**config.mk**
```make
export PLATFORM = sky130hd
export DESIGN_NAME = reg_write_arbiter
export DESIGN_NICKNAME = d
export VERILOG_FILES = /design/src/rtl/reg_arb_pkg.sv /design/src/rtl/reg_write_arbiter_rr_pick2.sv /design/src/rtl/reg_write_arbiter.sv
export SDC_FILE = /design/constraint.sdc
export NUM_CORES = 1
export LEC_CHECK = 0
export BUFFER_PORTS_ARGS = -buffer_cell sky130_fd_sc_hd__buf_2
export CAP_MARGIN = 20
export CORE_MARGIN = 4
export CORE_UTILIZATION = 43
export DETAILED_ROUTE_END_ITERATION = 8
export PLACE_DENSITY = 0.74
export SLEW_MARGIN = 5
export SYNTH_ARGS = -nofsm -noshare
export SYNTH_HDL_FRONTEND = slang
export SYNTH_SLANG_ARGS = --single-unit
```
**constraint.sdc**
```tcl
create_clock -name clk -period 1.6 [get_ports clk]
set_input_delay 0.16 -clock clk [delete_from_list [all_inputs] [get_ports clk]]
set_output_delay 0.16 -clock clk [all_outputs]
set_load 0.02 [all_outputs]
```
**src/rtl/reg_arb_pkg.sv**
```systemverilog
// Shared constants for the two-writer register arbiter: state encoding,
// grant identifiers and the default data width.
package reg_arb_pkg;

  localparam int unsigned WIDTH_DEF = 4;
  localparam int unsigned ST_W      = 2;

  localparam logic [ST_W-1:0] ST_IDLE  = 2'd0;
  localparam logic [ST_W-1:0] ST_WRITE = 2'd1;
  localparam logic [ST_W-1:0] ST_CHECK = 2'd2;
  localparam logic [ST_W-1:0] ST_ACK   = 2'd3;

  localparam logic GNT_A = 1'b0;
  localparam logic GNT_B = 1'b1;

endpackage

```
**src/rtl/reg_write_arbiter_rr_pick2.sv**
```systemverilog
// Two-way round-robin selector: a lone requester wins, a tie goes to the
// requester that was not granted last.
module rr_pick2
  import reg_arb_pkg::*;
(
  input  logic req_a,
  input  logic req_b,
  input  logic last_grant,
  output logic valid,
  output logic winner
);

  always_comb begin
    valid  = req_a | req_b;
    winner = GNT_A;
    if (req_a && req_b) begin
      winner = ~last_grant;
    end else if (req_b) begin
      winner = GNT_B;
    end
  end

endmodule

```
**src/rtl/reg_write_arbiter.sv**
```systemverilog
// Shares one enable register between writers A and B: grants round-robin,
// pulses the register enable once, reads the value back and acks the winner.
module reg_write_arbiter
  import reg_arb_pkg::*;
#(
  parameter int unsigned WIDTH = WIDTH_DEF
) (
  input  logic             clk,
  input  logic             rst_ext,
  input  logic             req_a,
  input  logic [WIDTH-1:0] d_a,
  output logic             ack_a,
  input  logic             req_b,
  input  logic [WIDTH-1:0] d_b,
  output logic             ack_b,
  output logic             wr_err,
  output logic             reg_en,
  output logic [WIDTH-1:0] reg_d,
  input  logic [WIDTH-1:0] reg_q,
  output logic             busy
);

  logic [ST_W-1:0]  state_q, state_d;
  logic [WIDTH-1:0] reg_d_q, reg_d_d;
  logic             reg_en_q, reg_en_d;
  logic             gnt_q, gnt_d;
  logic             last_q, last_d;
  logic             mism_q, mism_d;
  logic             ack_a_q, ack_a_d;
  logic             ack_b_q, ack_b_d;
  logic             wr_err_q, wr_err_d;
  logic             busy_q, busy_d;

  logic             pick_valid;
  logic             pick_winner;

  rr_pick2 u_pick (
    .req_a      (req_a),
    .req_b      (req_b),
    .last_grant (last_q),
    .valid      (pick_valid),
    .winner     (pick_winner)
  );

  // Next-state and registered-output logic; ack/err are loaded in CHECK so
  // they appear exactly during the ACK cycle.
  always_comb begin
    state_d  = state_q;
    reg_d_d  = reg_d_q;
    reg_en_d = 1'b0;
    gnt_d    = gnt_q;
    last_d   = last_q;
    mism_d   = mism_q;
    ack_a_d  = 1'b0;
    ack_b_d  = 1'b0;
    wr_err_d = 1'b0;

    case (state_q)
      ST_IDLE: begin
        if (pick_valid) begin
          state_d  = ST_WRITE;
          reg_en_d = 1'b1;
          gnt_d    = pick_winner;
          reg_d_d  = (pick_winner == GNT_B) ? d_b : d_a;
        end
      end
      ST_WRITE: begin
        state_d = ST_CHECK;
      end
      ST_CHECK: begin
        mism_d   = (reg_q != reg_d_q);
        state_d  = ST_ACK;
        ack_a_d  = (gnt_q == GNT_A);
        ack_b_d  = (gnt_q == GNT_B);
        wr_err_d = mism_d;
      end
      ST_ACK: begin
        last_d  = gnt_q;
        state_d = ST_IDLE;
      end
      default: begin
        state_d = ST_IDLE;
      end
    endcase

    busy_d = (state_d != ST_IDLE);
  end

  always_ff @(posedge clk) begin
    if (rst_ext) begin
      state_q  <= ST_IDLE;
      reg_d_q  <= '0;
      reg_en_q <= 1'b0;
      gnt_q    <= GNT_A;
      last_q   <= GNT_B;
      mism_q   <= 1'b0;
      ack_a_q  <= 1'b0;
      ack_b_q  <= 1'b0;
      wr_err_q <= 1'b0;
      busy_q   <= 1'b0;
    end else begin
      state_q  <= state_d;
      reg_d_q  <= reg_d_d;
      reg_en_q <= reg_en_d;
      gnt_q    <= gnt_d;
      last_q   <= last_d;
      mism_q   <= mism_d;
      ack_a_q  <= ack_a_d;
      ack_b_q  <= ack_b_d;
      wr_err_q <= wr_err_d;
      busy_q   <= busy_d;
    end
  end

  assign ack_a  = ack_a_q;
  assign ack_b  = ack_b_q;
  assign wr_err = wr_err_q;
  assign reg_en = reg_en_q;
  assign reg_d  = reg_d_q;
  assign busy   = busy_q;

endmodule

```
# --- Word-level counts from Yosys, hierarchy flattened ---
# Cells that the tools add are included.
# W data, S select, Z words.
op_classes:
  eq_ne: 4
  muxes: 6
  n_bitwise: 5
  reduce_logical: 6
ops:
  columns: ["cell", "count"]
  rows:
  - ["$pmux W2 S4", 1]
  - ["$eq A2 B2 Y1 const B", 2]
  - ["$mux W4", 1]
  - ["$ne A4 B4 Y1", 1]
  - ["$not A1 Y1", 4]
  - ["$reduce_or A2 Y1", 2]
  - ["$mux W1", 3]
  - ["$eq A2 B1 Y1 const B", 1]
  - ["$logic_not A2 Y1", 1]
  - ["$mux W2", 1]
  - ["$reduce_and A2 Y1", 1]
  - ["$reduce_bool A2 Y1", 1]
  - ["$logic_and A1 B1 Y1", 1]
  - ["$or A1 B1 Y1", 1]
word_totals:
  reg_bits: 13
  input_bits: 16
  output_inout_bits: 9
  wordCells: 30

# --- Depth between registers and ports, before layout ---
# Gate-level depths: netlist of run 1.
logic_depth:
  ltp_word: 4
  mapped_depth: 5
  ltp_nobuf: 5

# --- Cells and area by module ---
# Synthesis of run 1 repeated with hierarchy kept, for this count alone.
hier_totals:
  cells_unflattened: 59
  area_unflattened_um2: 595.6
modules_own_cells:
  columns: ["mod", "instances", "cells_per_inst", "area_per_inst_um2", "seq_area_each_um2"]
  rows:
  - ["reg_write_arbiter", 1, 57, 581.8, 260.2]
  - ["rr_pick2", 1, 2, 13.8, 0.0]

# --- Least setup slack after synthesis of run 1 ---
# Ideal clock, no wire load.
synth_timing:
  kind: "reg2reg"
  start: "register state_q[0]"
  end: "register busy_q (netlist: busy)"
  setup_time_ns: 0.120
  arrival_time_ns: 1.010
  required_time_ns: 1.480
  setup_slack_ns: 0.470
  path_stages_with_launch: 5
  n_path_buf: 0
  synth_period_minus_slack_ns: 1.130
  path_cell_list: "dfxtp_1 -> inv_1 -> ha_1 -> nor2b_1 -> or2_1"
synth_via:
  elab_chain_cells: 3
  elab_cells_between_ends: 7
  cone_classes: "3 x eq/ne; 2 x mux; 2 x reduce/logical"
synth_lines:
  columns: ["item", "line", "rtl"]
  rows:
  - ["from (decl)", "reg_write_arbiter.sv:23", "logic [ST_W-1:0] state_q, state_d;"]
  - ["from (signal assigned)", "reg_write_arbiter.sv:102", "state_q <= state_d;"]
  - ["$eq A2 B2 Y1 (tied with other cells)", "reg_write_arbiter.sv:58", "case (state_q)"]
  - ["$pmux W2 S4 (*)", "reg_write_arbiter.sv:58", null]
  - ["via state_d[1]", "reg_write_arbiter.sv:23", null]
  - ["$reduce_bool A2 Y1 (*)", "reg_write_arbiter.sv:86", "busy_d = (state_d != ST_IDLE);"]
  - ["to (signal assigned)", "reg_write_arbiter.sv:111", "busy_q <= busy_d;"]
  - ["to (decl)", "reg_write_arbiter.sv:32", "logic busy_q, busy_d;"]
# The timed path passes the listed nets; every way through them passes the cells marked *.
# A chain may end at the register's enable or synchronous reset.

# --- Worst setup path in the final report of run 1 ---
# Same ends and word-level chain as after synthesis.

==> impl_metrics.toml, run 1 <==
[synthesis]
synth_common_cells = "dfxtp_1, nor2_1, a211oi_1"
synthesis.area_sq_um = 559
ys_ff_latch = 13
synth_area_leaders = "dfxtp_1, ha_1, mux2i_1, a211oi_1, xnor2_1"
yosys.cell_types.count = 18
yosysMostFrequentCell = "dfxtp_1"
synth-main-ff-cell = "dfxtp_1"
synth_top_cell_by_area = "dfxtp_1"
async_flop_share_pct = 0
yosys_warnings = 0
netlist_instances = 54
syn-num-nets = 74
synthDominantCellAreaShare_pct = 46.5
synth-edff-count = 0
avgSynthCellArea_sq_um = 10.4
yosysSeqAreaShare_pct = 46.5

[grt]
grt_util_all_layers_pct = 13.0
antenna_found_initial = 0
grt_overflow_total = 0
grt_pass1_wl_um = 1860
grt_start_max_net_pins = 11
grt_pass1_vias = 430

[clock_tree]
cts_buffers = 3
cts_setup_buffers = 0
cts_resized = 0
cts_buffer_depth = 2
hold_buffers = 0
cts_tree = "built"
clk_pin_slew_worst_paths_ns = 0.07
clock-root-buffer = "clkbuf_4"
clk_latency_ns = 0.27
cts_num_sinks = 13
htree_num_levels = 1

[drt]
drt_iter0_drc = 0
ant_nets = 0
wl_per_cell_um = 11.5
drt-pass1-iter-count = 1
viasPerCell = 4.79
vias = 455
drc = 0
finalWirelength_um = 1090

[cells_and_area]
fillers = 114
drive_above_1_share_pct = 35.8
design_area_sq_um = 719
utilization_pct = 61.4
antennaDiodeCount = 0
final_nets = 102
area_delta_synth_final_pct = 28.6

[run]
cap_violations = 0

[pwr]
vdd_drop_max_uv = 1170
power.density_nw_per_um2 = 1630
p_leak_nw = 0.338

[sta]
period_share_pct = 74.4
worstMarginPinSlew_ns = 0.272
timing.setup.tns_ns = 0
clock-skew-final_ns = 0.000394
setup_viol = 0
period_minus_slack_ns = 1.19
max_freq_mhz = 840
hold_viol = 0
slew_violations = 0
max_slew_margin_pct = 81.7
rsz0062_at_grt = "false"

[floorplan]
die_x_um = 44.1
fp-row-count = 12
ios = 25
fp.dieH_um = 44.1
die_area_sq_um = 1940
core-area_sq_um = 1170
start_util_pct = 47.8

[setup_path]
worstPathArrival_ns = 1.36
cp_max_fo = 3
crit_slowest_cell = "dfxtp_1"
critical_path.cell_chain = "inv_1 > ha_1 > nor2b_1 > or2_1"
end_kind = "flop"
critPathRequiredTime_ns = 1.77
critical_path_class = "reg2reg"
worstSetupStartpointType = "flop"
crit_path_max_incr_delay_ns = 0.36

[min_path]
hold_path.class = "in2reg"

[place]
gp_congestion = 0.793
place_area_sq_um = 693
port_buffers = 24
dp_hpwl_um = 901

[run_status]
status = "completed"
-- layer usage --
layer  up-vias  track usage [%]  share of wire, %
met5         -                0                 0
met4         0             5.42               1.6
met3         2             4.88               8.2
met1       199             15.0                38
li1        238                -                 -
met2        16             21.5                52
-- per-stage QoR --
stage,total power (W),hold WS [ns],std cells,setup slack [ns]
after floorplan,0.000847,0.340,54,0.470
after global placement,0.000976,0.448,91,0.455
after detailed placement,0.000990,0.457,91,0.414
after CTS,0.00119,0.165,95,0.401
after global routing,0.00128,0.170,95,0.257
final,0.00118,0.175,95,0.410
-- state kept, by name (all words and copies together), names as in the netlist --
register and flops:
state_q 2, busy 1, ack_a 1, wr_err 1, reg_d 4, reg_en 1, gnt_q 1, last_q 1
ack_b 1
-- logic make-up (layout without fill, tap and decap cells) --
group	Yosys count	after routing	share of synthesized area [%]
AO/OA/AOI/OAI	11	11	17.0
XOR/XNOR	4	4	6.26
adder cells (fa/ha/maj)	4	4	8.95
buffers and inverters	4	31	2.68
flip-flops	13	13	46.5
multiplexers	4	4	7.16
AND/OR/NAND/NOR	14	14	11.4
-- worst paths after layout --
check	depth (start not counted)	slack, ns	endpoint	startpoint
setup reg to reg	4	0.41	busy	state_q[0]
hold reg to reg	1	0.47	ack_a	gnt_q
hold / removal	2	0.18	reg_d[0]	rst_ext
setup / recovery	4	0.41	busy	state_q[0]
-- layout make-up --
class	count	area (sq um)	area share, %
Tap cell	14	17.5	2.43
Sequential cell	13	260	36.2
Multi-Input combinational cell	37	284	39.5
Inverter	3	11.3	1.57
Timing Repair Buffer	24	120	16.7
Clock buffer	4	26.3	3.65
-- critical path: cells and delay by family, from the launching register on --
kind / cells / cell delay, ns
adders and majority gates: 1 / 0.28
buffers and inverters: 1 / 0.09
DFF: 1 / 0.36
and+or+nand+nor: 2 / 0.35
-- cells in the final DEF (no fill, tap or decap) --
| cell | n |
|---|---|
| clkbuf_1 | 1 |
| dfxtp_1 | 13 |
| o21a_2 | 1 |
| buf_2 | 24 |
| a22oi_1 | 1 |
| ha_1 | 4 |
| a41oi_1 | 1 |
| inv_1 | 3 |
| nor2_1 | 9 |
| or2_1 | 1 |
| mux2i_1 | 4 |
| a211oi_1 | 5 |
| clkbuf_4 | 3 |
| o21ai_0 | 1 |
| a211o_1 | 1 |
| xnor2_1 | 4 |
| a21boi_4 | 1 |
| nor3_1 | 1 |
| nand2b_1 | 1 |
| nor2b_1 | 2 |
-- power breakdown --
part | total (W) | switching [W] | internal, W
clock network | 0.000198 | 0.000102 | 0.0000966
registers | 0.000494 | 0.0000675 | 0.000427
logic | 0.000483 | 0.000275 | 0.000208
(Power assumes the default switching activity.)
==> run 2, diff against run 1 <==
==> constraint.sdc (replaced) <==
create_clock -name clk -period 1.22 [get_ports clk]
set_input_delay 0.122 -clock clk [delete_from_list [all_inputs] [get_ports clk]]
set_output_delay 0.122 -clock clk [all_outputs]
set_load 0.02 [all_outputs]
==> run 2 against run 1 <==
Net effect:
- die area is the same
- fmax grew 3.9%
- highest routed layer unchanged
- final area grew 1.9%
- sequential share of layout area shrank 0.68 points
- critical endpoint unchanged
- largest cell class unchanged
- largest power group is now combinational cells
==> impl_metrics.toml, run 2 (synthesized netlist as in run 1, its figures left out) <==
[run_status]
status = "completed"

[grt]
grt_start_max_net_pins = 11
grt_util_all_layers_pct = 13.0
grt_overflow_total = 0
grt_pass1_wl_um = 1860
grt_pass1_vias = 430
antenna_found_initial = 0

[setup_path]
cp_max_fo = 3
critPathRequiredTime_ns = 1.39
critical_path.cell_chain = "inv_2 > ha_2 > nor2b_1 > or2_1"
r2r-start = "state_q[0]"
worstSetupStartpointType = "flop"
critical_path_class = "reg2reg"
worst-r2r-setup-slack_ns = 0.07
crit_slowest_cell = "dfxtp_1"
crit_path_max_incr_delay_ns = 0.37
r2r_end = "busy"
worstRegToRegCells = 4
worstPathArrival_ns = 1.32
end_kind = "flop"

[drt]
drt-pass1-iter-count = 2
drc = 0
ant_nets = 0
viasPerCell = 4.81
finalWirelength_um = 1100
drt_iter0_drc = 2
wl_per_cell_um = 11.6
vias = 457

[sta]
worstMarginPinSlew_ns = 0.272
period_share_pct = 93.9
clock-skew-final_ns = 0.00144
hold_viol = 0
slew_violations = 0
rsz0062_at_grt = "false"
setup_viol = 0
max_freq_mhz = 873
period_minus_slack_ns = 1.15
holdWs_ns = 0.127
max_slew_margin_pct = 81.7
timing.setup.tns_ns = 0

[min_path]
hold_path.class = "in2reg"
min_delay_worst_endpoint = "reg_d[2]"
min_from = "rst_ext"
min_path_cells = 2

[clock_tree]
cts_buffer_depth = 2
clk_pin_slew_worst_paths_ns = 0.08
htree_num_levels = 1
cts_buffers = 3
hold_buffers = 0
cts_resized = 0
clock-root-buffer = "clkbuf_4"
cts_setup_buffers = 0
cts_num_sinks = 13
cts_tree = "built"
clk_latency_ns = 0.27

[cells_and_area]
antennaDiodeCount = 0
drive_above_1_share_pct = 39.5
final_nets = 102
multi_input_area_sq_um = 298
stdcell_count = 95
final_common_cell = "buf_2"
final_cell_mix = "buf_2, dfxtp_1, nor2_1"
area_delta_synth_final_pct = 31.1
seq_area_sq_um = 260
largest_reg_flops = 4
fillers = 110

[floorplan]
fp.dieH_um = 44.1
die_x_um = 44.1
core-area_sq_um = 1170
die_area_sq_um = 1940
fp-row-count = 12
start_util_pct = 47.8
ios = 25

[run]
cap_violations = 0

[place]
dp_hpwl_um = 901
gp_congestion = 0.793
port_buffers = 24
dp.cells = 91

[pwr]
vdd_drop_max_uv = 1660
power.density_nw_per_um2 = 2160
p_leak_nw = 0.339
power_w = 0.00159
[run 2: cell type report]
type	instances	area share, %
inverter	3	1.54
clock buffer	4	3.58
sequential	13	35.5
tap	14	2.39
timing repair buffer	24	16.4
multi-input combinational	37	40.6
[run 2: through the flow]
stage                     util [%]  setup slack (ns)  cell area, sq um
after floorplan                  -            0.0901               559
after global placement        59.2            0.0749               693
after detailed placement      59.2            0.0340               693
after CTS                     61.4            0.0212               719
after global routing          62.6            0.0201               733
final                         62.6            0.0740               733
[run 2: critical path: cells and delay by family (launching register included)]
| family | cells | cell delay, ns |
|---|---|---|
| fa+ha+maj | 1 | 0.26 |
| flops | 1 | 0.37 |
| buf+inv | 1 | 0.06 |
| simple gates | 2 | 0.35 |
[run 2: how the worst max path moves through the flow]
| stage | startpoint | end | slack (ns) |
|---|---|---|---|
| after floorplan | state_q[0] | busy | 0.09 |
| after global placement | state_q[0] | busy | 0.07 |
| after detailed placement | state_q[0] | busy | 0.03 |
| after CTS | state_q[0] | busy | 0.02 |
| after global routing | state_q[0] | busy | 0.02 |
| final | state_q[0] | busy | 0.07 |
[run 2: where the power goes]
part / switching [W] / leakage (nW) / total (W) / internal [W]
Sequential: 0.0000898 / 0.107 / 0.000649 / 0.000560
Clock: 0.000135 / 0.0150 / 0.000262 / 0.000127
Combinational: 0.000375 / 0.216 / 0.000674 / 0.000299
Total: 0.000600 / 0.339 / 0.00159 / 0.000985
[run 2: routing by layer]
metal	share of wire [%]	up-vias	routed length, um	track usage [%]
met5	0	-	0	0
met4	1.5	0	17	5.42
met3	8.2	2	90	4.88
met2	52	16	571	21.5
met1	38	201	421	15.0
li1	-	238	-	-
